**src/rtl/pipe_pkg.sv**
```systemverilog
`default_nettype none
// ============================================================================
//  Module      : pipe_pkg
//  Description : Shared constants and helpers for the pipe_reg pipeline.
//  Revision    : 1.0 - initial release
// ============================================================================
package pipe_pkg;

    // Largest supported configuration.
    localparam int DEPTH_MAX = 16;
    localparam int DW_MAX    = 1024;

    // Bits needed to count 0..depth occupied stages.
    function automatic int count_width(input int depth);
        return $clog2(depth + 1);
    endfunction

endpackage
`default_nettype wire

```
**src/rtl/pipe_stage.sv**
```systemverilog
`default_nettype none
// ============================================================================
//  Module      : pipe_stage
//  Description : One elastic pipeline stage: a valid/data register pair that
//                loads from upstream whenever it is empty or its downstream
//                neighbour is ready.
//                Optional clear input when PIPE_REG_FLUSH_EN is defined.
//  Revision    : 1.0 - initial release
// ============================================================================
module pipe_stage #(
    parameter int DW = 32
) (
    input  logic          clk,
    input  logic          rst_n,
`ifdef PIPE_REG_FLUSH_EN
    input  logic          i_clr,
`endif
    input  logic          i_up_valid,
    input  logic [DW-1:0] i_up_data,
    input  logic          i_dn_ready,
    output logic          o_valid,
    output logic [DW-1:0] o_data
);

    logic          r_valid;
    logic [DW-1:0] r_data;
    logic          w_rdy;

    // A stage can take a new word when empty or when its word moves on.
    assign w_rdy = !r_valid || i_dn_ready;

    // Valid follows upstream when ready; data only loads on a real word.
    always_ff @(posedge clk or negedge rst_n) begin
        if (!rst_n) begin
            r_valid <= 1'b0;
            r_data  <= '0;
        end
`ifdef PIPE_REG_FLUSH_EN
        else if (i_clr) begin
            r_valid <= 1'b0;
        end
`endif
        else if (w_rdy) begin
            r_valid <= i_up_valid;
            if (i_up_valid) begin
                r_data <= i_up_data;
            end
        end
    end

    assign o_valid = r_valid;
    assign o_data  = r_data;

endmodule
`default_nettype wire

```
**src/rtl/pipe_reg.sv**
```systemverilog
`default_nettype none
// ============================================================================
//  Module      : pipe_reg
//  Description : DEPTH-deep elastic register pipeline with valid/ready on both
//                sides. Bubbles collapse under backpressure; throughput is one
//                word per cycle. Tracks stage occupancy in a registered count.
//                Macro PIPE_REG_FLUSH_EN adds a synchronous flush input.
//  Revision    : 1.0 - initial release
// ============================================================================
module pipe_reg
    import pipe_pkg::*;
#(
    parameter int DW    = 32,
    parameter int DEPTH = 4
) (
    input  logic                          clk,
    input  logic                          rst_n,
    input  logic                          in_valid,
    input  logic [DW-1:0]                 in_data,
    output logic                          in_ready,
    output logic                          out_valid,
    output logic [DW-1:0]                 out_data,
`ifdef PIPE_REG_FLUSH_EN
    input  logic                          flush,
`endif
    input  logic                          out_ready,
    output logic [count_width(DEPTH)-1:0] count
);

    localparam int CW = count_width(DEPTH);

    // Reject configurations outside the supported range at elaboration.
    if (DEPTH < 1 || DEPTH > DEPTH_MAX) begin : g_bad_depth
        $error("pipe_reg: DEPTH out of range 1..16");
    end
    if (DW < 1 || DW > DW_MAX) begin : g_bad_dw
        $error("pipe_reg: DW out of range 1..1024");
    end

    logic [DEPTH:0]           w_rdy;
    logic [DEPTH-1:0]         w_valid;
    logic [DEPTH-1:0][DW-1:0] w_data;
    logic [DEPTH-1:0]         w_up_valid;
    logic [DEPTH-1:0][DW-1:0] w_up_data;
    logic                     w_in_fire;
    logic                     w_out_fire;
    logic [CW-1:0]            r_count;

    // The last stage drains into the consumer.
    assign w_rdy[DEPTH] = out_ready;

    genvar k;
    for (k = 0; k < DEPTH; k++) begin : g_stage
        // Stage k is ready unless it and every stage after it are full while
        // the consumer stalls. Written flat (from registered valids only) so
        // the ready vector has no bit depending on another bit of itself.
        assign w_rdy[k] = out_ready || !(&w_valid[DEPTH-1:k]);

        if (k == 0) begin : g_head
            assign w_up_valid[k] = in_valid;
            assign w_up_data[k]  = in_data;
        end else begin : g_body
            assign w_up_valid[k] = w_valid[k-1];
            assign w_up_data[k]  = w_data[k-1];
        end

        pipe_stage #(
            .DW (DW)
        ) u_stage (
            .clk        (clk),
            .rst_n      (rst_n),
`ifdef PIPE_REG_FLUSH_EN
            .i_clr      (flush),
`endif
            .i_up_valid (w_up_valid[k]),
            .i_up_data  (w_up_data[k]),
            .i_dn_ready (w_rdy[k+1]),
            .o_valid    (w_valid[k]),
            .o_data     (w_data[k])
        );
    end

    // Flush blocks both handshakes so nothing fires during the clear.
`ifdef PIPE_REG_FLUSH_EN
    assign in_ready  = w_rdy[0] && !flush;
    assign out_valid = w_valid[DEPTH-1] && !flush;
`else
    assign in_ready  = w_rdy[0];
    assign out_valid = w_valid[DEPTH-1];
`endif
    assign out_data  = w_data[DEPTH-1];

    assign w_in_fire  = in_valid && in_ready;
    assign w_out_fire = out_valid && out_ready;

    // Occupancy: up on accept only, down on release only.
    always_ff @(posedge clk or negedge rst_n) begin
        if (!rst_n) begin
            r_count <= '0;
        end
`ifdef PIPE_REG_FLUSH_EN
        else if (flush) begin
            r_count <= '0;
        end
`endif
        else if (w_in_fire && !w_out_fire) begin
            r_count <= r_count + CW'(1);
        end else if (w_out_fire && !w_in_fire) begin
            r_count <= r_count - CW'(1);
        end
    end

    assign count = r_count;

endmodule
`default_nettype wire

```
**config.mk**
```make
export PLATFORM = sky130hd
export DESIGN_NAME = pipe_reg
export DESIGN_NICKNAME = d
export VERILOG_FILES = /design/src/rtl/pipe_pkg.sv /design/src/rtl/pipe_stage.sv /design/src/rtl/pipe_reg.sv
export SDC_FILE = /design/constraint.sdc
export NUM_CORES = 1
export LEC_CHECK = 0
export ABC_CLOCK_PERIOD_IN_PS = 2100
export BUFFER_PORTS_ARGS = -buffer_cell sky130_fd_sc_hd__buf_4
export CORE_ASPECT_RATIO = 1.1
export CORE_MARGIN = 3
export CORE_UTILIZATION = 51
export DETAILED_ROUTE_END_ITERATION = 7
export HOLD_SLACK_MARGIN = 0.08
export MAX_ROUTING_LAYER = met4
export PLACE_DENSITY = 0.75
export SLEW_MARGIN = 40
export SYNTH_ARGS = -nofsm -noshare
export SYNTH_HDL_FRONTEND = slang
export SYNTH_SLANG_ARGS = --single-unit
```
**constraint.sdc**
```tcl
create_clock -name clk -period 2.1 [get_ports clk]
set_input_delay 0.105 -clock clk [delete_from_list [all_inputs] [get_ports clk]]
set_output_delay 0.105 -clock clk [all_outputs]
set_load 0.03 [all_outputs]
```
# Word-level counts from Yosys, hierarchy flattened
# Index checks and enable logic that the tools add are counted.
# W data, S select, Z words.
# classes
add_sub_neg	2
n_mul	0
n_div	0
order_cmp	0
n_eq_ne	0
shift	0
muxes	2
n_bitwise	0
reduce_logical	28
# ops
op	count
$reduce_and A2 Y1	5
$logic_not A1 Y1	9
$logic_or A1 B1 Y1	7
$mux W3	2
$logic_and A1 B1 Y1	4
$reduce_and A4 Y1	1
$add A3 B1 Y3 const B	1
$reduce_and A3 Y1	1
$sub A3 B1 Y3 const B	1
$reduce_bool A2 Y1	1
# word_totals
reg_bits	135
latchBits	0
ram_bits	0
mem_bits_ro	0
input_bits	36
out_inout_bits	37
n_memories	0

# Depth between registers and ports, before layout
# Gate-level depths: netlist (run 1).
# logic_depth
word_depth	8
depth_mapped	10
ltp_nobuf	9

# Modules after synthesis
# Synthesis (run 1) repeated with hierarchy kept, for this count alone.
# unflattened
cells_unflattened	302
area_unflattened_um2	5766.8
# by_module_without_submodules
mod	instances	cells_per_inst	area_per_inst_um2	seq_area_each_um2
pipe_stage	4	71	1391.3	825.8
pipe_reg	1	18	201.4	75.1

# Worst setup path after synthesis (run 1)
# Ideal clock, no wire load.
# synth_path
path_kind	register to register
start	reg g_stage[3].u_stage.r_valid
end	reg r_count[1], in the netlist count[1]
setup_ns	0.125
t_arrival_ns	2.108
path_slack_ns	-0.132
path_stages_with_launch	9
period_less_slack_ns	2.232
cell_sequence	dfrtp_1 > nand4b_4 > o21ai_4 > buf_6 > inv_1 > ha_1 > inv_1 > fa_1 > mux2_2
# synth_via
elab_chain_len	7
# synth_lines
element	line_no	source
from (decl)	pipe_stage.sv:25	logic r_valid;
from (signal assigned)	pipe_stage.sv:44	r_valid <= i_up_valid;
$reduce_and A4 Y1	pipe_reg.sv:57	assign w_rdy[k] = out_ready || !(&w_valid[DEPTH-1:k]);
$logic_not A1 Y1	pipe_reg.sv:57	
$logic_or A1 B1 Y1	pipe_reg.sv:57	
$logic_and A1 B1 Y1	pipe_reg.sv:93	assign w_in_fire = in_valid && in_ready;
$logic_not A1 Y1	pipe_reg.sv:108	end else if (w_out_fire && !w_in_fire) begin
$logic_and A1 B1 Y1	pipe_reg.sv:108	
$reduce_bool A2 Y1 (no source line)	-	
to (signal assigned)	pipe_reg.sv:107	r_count <= r_count + CW'(1);
to (signal assigned)	pipe_reg.sv:109	r_count <= r_count - CW'(1);
to (decl)	pipe_reg.sv:47	logic [CW-1:0] r_count;
# Several ways; a longest one is shown, not always the timed one.
# A chain may end at the register's enable or synchronous reset.

# Worst setup path in the final report (run 1)
# layout_path
start	reg g_stage[2].u_stage.r_valid
end	reg r_count[1], in the netlist count[1]
# layout_via
elab_chain_len	7
# layout_lines
element	line_no
from (decl)	pipe_stage.sv:25
from (signal assigned)	pipe_stage.sv:44
$reduce_and A4 Y1 (*)	pipe_reg.sv:57
$logic_not A1 Y1 (*)	pipe_reg.sv:57
$logic_or A1 B1 Y1 (*)	pipe_reg.sv:57
$logic_and A1 B1 Y1 (*)	pipe_reg.sv:93
$logic_not A1 Y1	pipe_reg.sv:108
$logic_and A1 B1 Y1	pipe_reg.sv:108
$reduce_bool A2 Y1 (no source line)	-
# Every way passes the cells marked *; elsewhere a longest branch is shown, timed or not.

==> metrics.txt, run 1 <==
Data required, critical path 2.48 ns; IO buf count 72; Fin Setup TNS 0 ns; Final ANT Viol Nets 0; Worst Path Max Fanout 4; Die ar. 11300 um^2; Synth Cell Area 5110 um^2; 1st-iter DRT viols 80; final critical-path required period 1.84 ns; Layout area overhead 31.7%; # nets final 461; Slew headroom 66.9%; Max Fclk 544 MHz; status complete, no violations; root buf cell clkbuf_8; core area 9580 um^2; RSZ-0062 raised after global routing no; Synth warnings 0; Resize count post-CTS 0; vias in the first global route 3046; DR DRC count 0; Crit path largest cell delay 0.44 ns; Max-Cap Viols 0; Clock H-tree levels 4; Max clock buf depth 2; Final setup viols 0; Setup crit start g_stage[2].u_stage.o_valid$_DFFE_PN0N_; pre-CTS worst setup slack 0.263 ns; Setup Skew 0.00629 ns; initial antenna violation count 0; Worst Setup Path Type flop to flop; Avg Inst Size Synth 17.2 um^2; CTS tree built; final period utilization 87.6%; sequential fraction of the synthesis area 66.0%; total wire length 8920 um; share of layout cells above drive strength 1 57.6%; RR Startpoint g_stage[2].u_stage.o_valid$_DFFE_PN0N_; final hold slack 0.121 ns; Sink Count 135; Post-Syn Nets 336; Final Hold Viols 0; Cell variety after synth 16; setup slack after layout 0.261 ns; class of the worst hold path primary input to async pin; Worst-Skew Late Latency 0.50 ns; Max VDD drop 0.000748 V; design area 6740 um^2; I/O Pins 73; Row Count 37; Post-CTS Setup Inserts 0; Cells after Synth 298; largest net degree at the start of global routing 56; Initial Util 53.4%; Post-Place Cell Area 5800 um^2; Worst-path clk slew 0.06 ns; die span in y 111 um; Placer Congestion 0.738; via count 2832; Leakage 2.98 nW; Via density 5.12; Yosys top cell area share 66.0%; largest cells by area after synthesis dfrtp_1 (66%), mux2_2 (28%), buf_6 (1.3%); GRT overflow 0; first-pass GRT wire length 14900 um; HPWL Detailed 5570 um; Power Density 1400 nW/um^2; n_diodes 0; crit path cell chain nand4b_4, o21ai_4, inv_1, ha_2, inv_2, fa_1, mux2_2; Arr. time, crit path 2.22 ns; Tot GR Track Use 17.6%; CP startpoint kind flop; total CTS buffers 17; leading area contributor after synthesis dfrtp_1; power consumption 0.00945 W; DRT Pass-1 Iters 3; Crit-path slowest cell dfrtp_1; wire per inst 16.1 um; Synth Register Bits 135; Die X 101 um; Slew @ Worst Pin 0.496 ns; Crit. End Element flop; final max-slew violation count 0
## placed cells by master (no fill, tap or decap), drive strengths merged, types with 2 or more instances in the layout
cell / count
mux2: 129
buf: 82
xor2: 2
dlygate4sd3: 36
inv: 5
bufinv: 2
clkbuf: 18
nand2b: 4
clkinvlp: 7
clkinv: 3
dfrtp: 135
nand2: 5
## metal layers
layer	GRT usage, %	up-vias	wire length, um
met5	-	-	0
met2	27.9	51	4720
li1	-	1296	-
met4	6.91	0	84
met3	3.59	8	241
met1	22.2	1477	3870
## synth_stat cells
cell type and number:
nand2b_1 4, fa_1 1, xnor2_1 1, nand4b_4 1, dfrtp_1 135, ha_1 1, o21ai_4 1, nand3b_1 1
or2_2 1, nand2_1 5, nor2_1 1, buf_4 6, inv_1 3, mux2_2 129, xor2_1 2, buf_6 6
## final cells by class
type / count / area, um^2
repair buffers: 118 / 1000
well taps: 117 / 146
flip-flops and latches: 135 / 3380
clock buffers: 18 / 418
fillers: 651 / 2850
multi-input cells: 148 / 1620
inverters: 3 / 11.3
clock inverters: 14 / 153
## critical path, delay by kind of cell (launching register included)
family,cells,cell delay [ns]
adders and majority gates,2,0.58
DFF,1,0.44
muxes,1,0.27
AOI/OAI and AO/OA,1,0.17
and+or+nand+nor,1,0.16
buffers and inverters,2,0.10
## flip-flops by register name, indices dropped and copies added, names as in the netlist
name / count
count: 3
g_stage.u_stage.o_data: 128
g_stage.u_stage.o_valid: 4
## path summary, 6_finish.rpt
kind,cells after the start,end,slack [ns]
max,7,count[1]$_DFFE_PN0P_,0.26
min,2,g_stage[1].u_stage.o_data[4]$_DFFE_PN0P_,0.12
max reg2reg,7,count[1]$_DFFE_PN0P_,0.26
min reg2reg,1,count[2]$_DFFE_PN0P_,0.48
max in group asynchronous,3,g_stage[3].u_stage.o_data[26]$_DFFE_PN0P_,1.32
min in group clk,3,g_stage[0].u_stage.o_data[8]$_DFFE_PN0P_,0.38
## logic make-up after synthesis
family / Yosys count / synth area share [%]
adders and majority gates: 2 / 0.636
AOI/OAI and AO/OA: 1 / 0.318
buffers and inverters: 15 / 2.42
muxes: 129 / 28.4
DFF: 135 / 66.0
and+or+nand+nor: 13 / 1.66
xor gates and xnor gates: 3 / 0.514
## report_power, final
group	switching, W	internal [W]
logic	0.00132	0.00134
clock network	0.00110	0.00170
registers	0.000482	0.00351
## through the flow
| stage | utilization [%] | std cells |
|---|---|---|
| after floorplan | - | 298 |
| after global placement | 60.6 | 485 |
| after detailed placement | 60.6 | 485 |
| after CTS | 70.3 | 553 |
| after global routing | 70.3 | 553 |
| final | 70.3 | 553 |
## repair_timing
item / CTS / global route
endpoints found under the hold margin: 172 / 0
endpoints found under the setup margin: 0 / 0
hold buffers: 36 / 0
No activity file was read; power rests on OpenSTA's default activity.
==> run 2, diff against run 1 <==
--- a/config.mk
+++ b/config.mk
@@ -9,12 +9,14 @@
 export BUFFER_PORTS_ARGS = -buffer_cell sky130_fd_sc_hd__buf_4
 export CORE_ASPECT_RATIO = 1.1
 export CORE_MARGIN = 3
-export CORE_UTILIZATION = 51
+export CORE_UTILIZATION = 46
 export DETAILED_ROUTE_END_ITERATION = 7
 export HOLD_SLACK_MARGIN = 0.08
 export MAX_ROUTING_LAYER = met4
-export PLACE_DENSITY = 0.75
+export PLACE_DENSITY = 0.68
+export REMOVE_ABC_BUFFERS = 1
 export SLEW_MARGIN = 40
 export SYNTH_ARGS = -nofsm -noshare
 export SYNTH_HDL_FRONTEND = slang
+export SYNTH_HIERARCHICAL = 1
 export SYNTH_SLANG_ARGS = --single-unit
==> metrics.txt, run 2 <==
status complete, no violations; Worst-Skew Late Latency 0.40 ns (-0.10 ns); Max Fclk 521 MHz (-4.1%); filler cell count 883 (+36%); Placer Congestion 0.622 (-16%); crit path cell chain nor2b_4, nand4_2, and2_1, ha_1, inv_1, fa_1, mux2_2; Data required, critical path 2.38 ns (-0.10 ns); number of flip-flops under the largest register name 128 (unchanged); Hold Buf Count CTS 34 (-5.6%); Internal 0.00739 W (+13%); Max VDD drop 0.000776 V (+3.7%); Yosys top cell area share 58.6% (-7.5 points); top cells by count, synth dfrtp_1 (135), mux2_4 (120), buf_12 (12), mux2_2 (9); Die X 113 um (+11%); Crit. End Element flop; Leakage 3.64 nW (+22%); Initial Util 47.5% (-5.9 points); Power Density 1400 nW/um^2 (-0.32%); Sink Count 135 (unchanged); Sw Ratio 28.8% (-2.0 points); most common cell after layout, fill and taps aside dfrtp_1; largest cells by area after synthesis dfrtp_1 (59%), mux2_4 (31%), buf_12 (4.2%); Clock H-tree levels 4 (unchanged); post-synthesis async set-or-reset flop share 100% (unchanged); Worst Path Max Fanout 4 (unchanged); Die ar. 13900 um^2 (+24%); largest net degree at the start of global routing 71 (+27%); first-pass GRT wire length 16300 um (+9.5%); ys flop type dfrtp_1; vias in the first global route 3135 (+2.9%); Worst-path clk slew 0.06 ns (about the same); root buf cell clkbuf_16; Synth Cell Area 5770 um^2 (+13%); Post-CTS Setup Inserts 0 (unchanged); Worst Setup Path Type flop to flop; n_diodes 0 (unchanged); Multi-input gate area 2140 um^2 (+32%); Layout Utilization 61.1% (-9.2 points); Post-synth EDFFs 0 (unchanged); total CTS buffers 17 (unchanged); Layout area overhead 28.6%; final period utilization 91.4% (+3.8 points); IO buf count 72 (unchanged); final critical-path required period 1.92 ns (+0.0793 ns); Max-Cap Viols 0 (unchanged); DR DRC count 0 (unchanged); Storage cell area 3380 um^2 (about the same); wire per inst 16.1 um (about the same); HPWL Detailed 6190 um (+11%); 1st-iter DRT viols 89 (+11%); Via density 4.69 (-8.4%); leading area contributor after synthesis dfrtp_1; DRT Pass-1 Iters 4 (+1); I/O Pins 73 (unchanged); Tot GR Track Use 15.6% (-2.0 points); class of the worst hold path primary input to flop; sequential fraction of the synthesis area 58.6% (-7.5 points); share of layout cells above drive strength 1 58.0% (+0.39 points); switching pwr 0.00299 W (+2.7%); core area 12100 um^2 (+27%); Resize count post-CTS 0 (unchanged); Cell variety after synth 18 (+2); Synth Register Bits 135 (unchanged); Slew headroom 56.5% (-10 points); total wire length 9580 um (+7.4%); clock network fraction of total power 29.8% (+0.2 points); Slew @ Worst Pin 0.652 ns (+0.156 ns); design area 7420 um^2 (+10%); initial antenna violation count 0 (unchanged); final max-slew violation count 0 (unchanged); Comb pwr share 31.1% (+2.9 points); Crit-path slowest cell fa_1; Final Hold Viols 0 (unchanged); via count 2786 (-1.6%); Synth warnings 6 (+6); Crit path largest cell delay 0.40 ns (-0.04 ns); Setup Skew 0.00826 ns (+0.00197 ns); Arr. time, crit path 2.20 ns (-0.02 ns); GRT overflow 0 (unchanged); die span in y 123 um (+11%); Final ANT Viol Nets 0 (unchanged); Avg Inst Size Synth 19.1 um^2 (+11%); Row Count 42 (+14%); CP startpoint kind flop; Final setup viols 0 (unchanged); Max clock buf depth 2 (unchanged); RSZ-0062 raised after global routing no; most frequent cell after synthesis dfrtp_1; # nets final 466 (+1.1%); most frequent cells in the layout dfrtp_1 (135), mux2_4 (120), buf_4 (77), dlygate4sd3_1 (34), clkbuf_16 (17); CTS tree built; Post-Place Cell Area 6450 um^2 (+11%); Cells after Synth 302 (+1.3%); Seq pwr share 39.1% (-3.1 points)
==> run 2: cell count changes after synthesis, sizes merged <==
| cell | previous run | this run |
|---|---|---|
| nand3b | 1 | 0 |
| nand3 | 0 | 1 |
| nand4 | 0 | 1 |
| nand2 | 5 | 6 |
| inv | 3 | 2 |
| o21ai | 1 | 0 |
| or2 | 1 | 0 |
| and2 | 0 | 1 |
| or2b | 0 | 4 |
| nor2b | 0 | 1 |
| nand4b | 1 | 0 |
==> run 2: cell type report <==
| cell class | count | share of cell area (%) |
|---|---|---|
| timing repair buffer | 119 | 14.4 |
| multi-input combinational | 153 | 28.9 |
| tap | 154 | 2.60 |
| sequential | 135 | 45.5 |
| clock inverter | 12 | 2.38 |
| clock buffer | 19 | 6.11 |
| inverter | 2 | 0.101 |
==> run 2: kinds of logic (layout without fill, tap and decap cells) <==
logic type / Yosys count / after routing / synth area share (%)
fa+ha+maj: 2 / 2 / 0.564
simple gates: 19 / 19 / 3.10
xor+xnor: 3 / 3 / 0.456
buf+inv: 14 / 152 / 4.30
mux: 129 / 129 / 33.0
flops: 135 / 135 / 58.6
==> run 2: layer usage <==
metal,GRT usage [%],up-vias,part of all wire [%]
met2,23.9,57,48
met5,-,-,0
met3,4.01,9,4.0
met4,6.16,0,1.3
met1,20.0,1419,47
li1,-,1301,-
==> run 2: path summary, 6_finish.rpt <==
kind | depth (start not counted) | to | from | slack, ns
max | 7 | count[1]$_DFFE_PN0P_ | g_stage[3].u_stage/o_valid$_DFFE_PN0P_ | 0.18
min | 3 | g_stage[3].u_stage/o_valid$_DFFE_PN0P_ | out_ready | 0.17
max reg2reg | 7 | count[1]$_DFFE_PN0P_ | g_stage[3].u_stage/o_valid$_DFFE_PN0P_ | 0.18
min reg2reg | 1 | count[2]$_DFFE_PN0P_ | count[2]$_DFFE_PN0P_ | 0.48
max in group asynchronous | 3 | g_stage[0].u_stage/o_data[4]$_DFFE_PN0P_ | rst_n | 1.17
min in group asynchronous | 2 | g_stage[0].u_stage/o_data[7]$_DFFE_PN0P_ | rst_n | 0.27
==> run 2: power groups by stage <==
stage	logic (W)	registers (W)	clock network, W
global route	0.00341	0.00419	0.00331
CTS	0.00327	0.00407	0.00318
floorplan	0.00157	0.00464	0
finish	0.00323	0.00405	0.00310
detailed placement	0.00321	0.00409	0
global placement	0.00315	0.00406	0
==> run 2: worst max-delay path, delay by kind of cell (launching register included) <==
| family | cells | cell delay (ns) |
|---|---|---|
| adder cells (fa/ha/maj) | 2 | 0.62 |
| flip-flops | 1 | 0.34 |
| buffers and inverters | 1 | 0.07 |
| multiplexers | 1 | 0.27 |
| AND/OR/NAND/NOR | 3 | 0.51 |
==> run 2: per-stage QoR <==
| step | hold slack, ns | setup TNS (ns) | cells | setup WS [ns] | power (W) |
|---|---|---|---|---|---|
| after CTS | 0.143 | 0 | 594 | 0.160 | 0.0105 |
| after global placement | 0.157 | 0 | 529 | 0.252 | 0.00721 |
| final | 0.167 | 0 | 594 | 0.182 | 0.0104 |
| after detailed placement | 0.164 | 0 | 529 | 0.176 | 0.00730 |
| after global routing | 0.150 | 0 | 594 | 0.0696 | 0.0109 |
| after floorplan | -0.191 | -0.355 | 290 | -0.251 | 0.00621 |
==> run 3, diff against run 2 <==
--- a/config.mk
+++ b/config.mk
@@ -5,6 +5,7 @@
 export SDC_FILE = /design/constraint.sdc
 export NUM_CORES = 1
 export LEC_CHECK = 0
+export ABC_AREA = 1
 export ABC_CLOCK_PERIOD_IN_PS = 2100
 export BUFFER_PORTS_ARGS = -buffer_cell sky130_fd_sc_hd__buf_4
 export CORE_ASPECT_RATIO = 1.1
==> metrics.txt, run 3 <==
Layout Utilization 59.2% (-2.0 points); Crit-path slowest cell buf_4; r2r endpoint g_stage[1].u_stage/o_data[24]$_DFFE_PN0P_; Internal 0.00615 W (-17%); HPWL Detailed 7390 um (+19%); most frequent cell after synthesis nand2_1; Worst Path Max Fanout 36 (+32); Sink Count 135 (unchanged); Synth Cell Area 5560 um^2 (-3.6%); crit path cell chain buf_4, nand3_1, inv_2, nand2_4, nand2_4, nand2_1, nand2_1; Max-Cap Viols 0 (unchanged); number of flip-flops under the largest register name 128 (unchanged); CTS tree built; initial antenna violation count 0 (unchanged); total CTS buffers 17 (unchanged); RR Startpoint g_stage[2].u_stage/o_valid$_DFFE_PN0P_; clock network fraction of total power 27.6% (-2.2 points); status complete, no violations; Final Hold Viols 0 (unchanged); Slew @ Worst Pin 0.597 ns (-0.0551 ns); Post-synth EDFFs 0 (unchanged); via count 4175 (+50%); Data required, critical path 2.45 ns (+0.07 ns); largest net degree at the start of global routing 68 (-4.2%); Comb pwr share 30.8% (-0.3 points); final period utilization 86.8% (-4.5 points); GRT overflow 0 (unchanged); Crit path largest cell delay 0.37 ns (-0.03 ns); die span in y 121 um (-1.7%); hold path start out_ready; core area 11600 um^2 (-4.1%); Via density 4.89 (+4.4%); n_diodes 0 (unchanged); Die ar. 13400 um^2 (-3.4%); vias in the first global route 4128 (+32%); # nets final 731 (+57%); Synth warnings 6 (unchanged); sequential fraction of the synthesis area 60.8% (+2.2 points); top cells by count, synth nand2_1 (271), dfrtp_1 (135), nand3_1 (130), buf_4 (16); Cells after Synth 601 (+99%); FF-to-FF path depth 7 (unchanged); most common cell after layout, fill and taps aside nand2_1; Row Count 41 (-2.4%); Die X 111 um (-1.7%); CP startpoint kind flop; I/O Pins 73 (unchanged); filler cell count 1033 (+17%); DRT Pass-1 Iters 4 (unchanged); Max clock buf depth 2 (unchanged); Clock H-tree levels 4 (unchanged); Layout area overhead 23.9%; Tot GR Track Use 18.3% (+2.7 points); most frequent cells in the layout nand2_1 (271), dfrtp_1 (135), nand3_1 (130), buf_4 (79), dlygate4sd3_1 (33); Hold Path End count[0]$_DFFE_PN0P_; Cell variety after synth 16 (-2); delay-heaviest family, CP simple AND/OR/NAND/NOR gates; class of the worst hold path primary input to flop; root buf cell clkbuf_16; Setup Skew 0.00826 ns (+0.00000494 ns); total wire length 11200 um (+16%); Leakage 3.73 nW (+2.4%); Arr. time, crit path 2.18 ns (-0.02 ns); Crit. End Element flop; wire per inst 13.1 um (-19%); Power Density 1390 nW/um^2 (-0.59%); Max VDD drop 0.000537 V (-31%); Sw Ratio 35.8% (+7.0 points); Worst Setup Path Type flop to flop; Buf/Inv on CP 2 (+1); Synth Register Bits 135 (unchanged); Max Fclk 548 MHz (+5.2%); Final ANT Viol Nets 0 (unchanged); Placer Congestion 0.788 (+27%); switching pwr 0.00343 W (+15%); 1st-iter DRT viols 289 (+220%); leading area contributor after synthesis dfrtp_1; largest cells by area after synthesis dfrtp_1 (61%), nand2_1 (18%), nand3_1 (12%); IO buf count 72 (unchanged); Avg Inst Size Synth 9.25 um^2 (-52%); post-synthesis async set-or-reset flop share 100% (unchanged); share of layout cells above drive strength 1 17.1% (-41 points); Post-CTS Setup Inserts 0 (unchanged); register-to-register setup slack 0.28 ns (+0.09 ns); Seq pwr share 41.6% (+2.5 points); Worst-Skew Late Latency 0.41 ns (about the same); Worst-path clk slew 0.05 ns (about the same); hold depth 4 (+1); final max-slew violation count 0 (unchanged); final hold slack 0.187 ns (+0.0202 ns); RSZ-0062 raised after global routing no; first-pass GRT wire length 19500 um (+20%); Initial Util 47.7% (+0.23 points); final critical-path required period 1.82 ns (-0.0946 ns); DR DRC count 0 (unchanged); Yosys top cell area share 60.8% (+2.2 points); Slew headroom 60.2% (+3.7 points); ys flop type dfrtp_1; Final setup viols 0 (unchanged)
run 3: changes by cell type after synthesis, moves of 12 or more:
cell	delta
buf_12	-12
nand3_1	+129
nand2_1	+269
buf_6	+12
buf_2	+12
buf_4	+16
mux2_4	-120
run 3: cell type report:
cell class              instances  area (um^2)  area share (%)
flip-flops and latches        135         3380            49.0
multi-input cells             417         1830            26.6
repair buffers                113          935            13.6
clock buffers                  25          475            6.90
well taps                     150          188            2.72
clock inverters                 4         47.5           0.690
inverters                       9         33.8           0.490
run 3: cells by family after synthesis:
family	share of synthesized area (%)
AND/OR/NAND/NOR	32.1
XOR/XNOR	0.158
buffers and inverters	6.28
adder cells (fa/ha/maj)	0.585
AO/OA/AOI/OAI	0.135
flip-flops	60.8
run 3: stage by stage:
step	TNS [ns]	cell area [um^2]	cells	worst slack (ns)	power, W
final	0	6890	853	0.276	0.00958
after global routing	0	6890	853	0.0590	0.0102
after CTS	0	6890	853	0.255	0.00967
after detailed placement	0	6040	791	0.275	0.00695
after global placement	0	6040	791	0.364	0.00685
after floorplan	-0.0573	5240	561	-0.0573	0.00585
run 3: worst max-delay path by stage:
stage                                           startpoint                                        end  slack [ns]  cells past startpoint
finish              g_stage[2].u_stage/o_valid$_DFFE_PN0P_  g_stage[1].u_stage/o_data[24]$_DFFE_PN0P_        0.28                      7
global route        g_stage[2].u_stage/o_valid$_DFFE_PN0P_  g_stage[0].u_stage/o_data[29]$_DFFE_PN0P_        0.06                      7
CTS                 g_stage[2].u_stage/o_valid$_DFFE_PN0P_  g_stage[0].u_stage/o_data[11]$_DFFE_PN0P_        0.26                      7
detailed placement  g_stage[2].u_stage/o_valid$_DFFE_PN0P_  g_stage[0].u_stage/o_data[28]$_DFFE_PN0P_        0.28                      7
global placement    g_stage[2].u_stage/o_valid$_DFFE_PN0P_  g_stage[0].u_stage/o_data[31]$_DFFE_PN0P_        0.36                      7
floorplan           g_stage[2].u_stage/o_valid$_DFFE_PN0P_                       count[1]$_DFFE_PN0P_       -0.06                      8
run 3: repair_timing:
action | in CTS | in global routing
hold buffers | 33 | 0
gates resized for setup | 0 | 0
setup endpoints to repair | 0 | 0
endpoints found under the hold margin | 95 | 0
run 3: power by group through the flow:
stage,Clock (W),Combinational [W],Sequential (W)
finish,0.00264,0.00295,0.00399
global route,0.00280,0.00333,0.00409
CTS,0.00269,0.00299,0.00399
detailed placement,0,0.00293,0.00402
global placement,0,0.00286,0.00398
floorplan,0,0.00129,0.00456
run 3: worst min-delay path, delay by kind of cell:
family,cells,cell delay [ns]
xor gates and xnor gates,1,0.08
adders and majority gates,1,0.18
buffers and inverters,1,0.12
and+or+nand+nor,1,0.06
run 3: routing by layer:
layer	track usage, %	wire length, um
met3	5.44	574
met5	-	0
met4	5.93	153
met2	27.4	5120
met1	24.2	5310
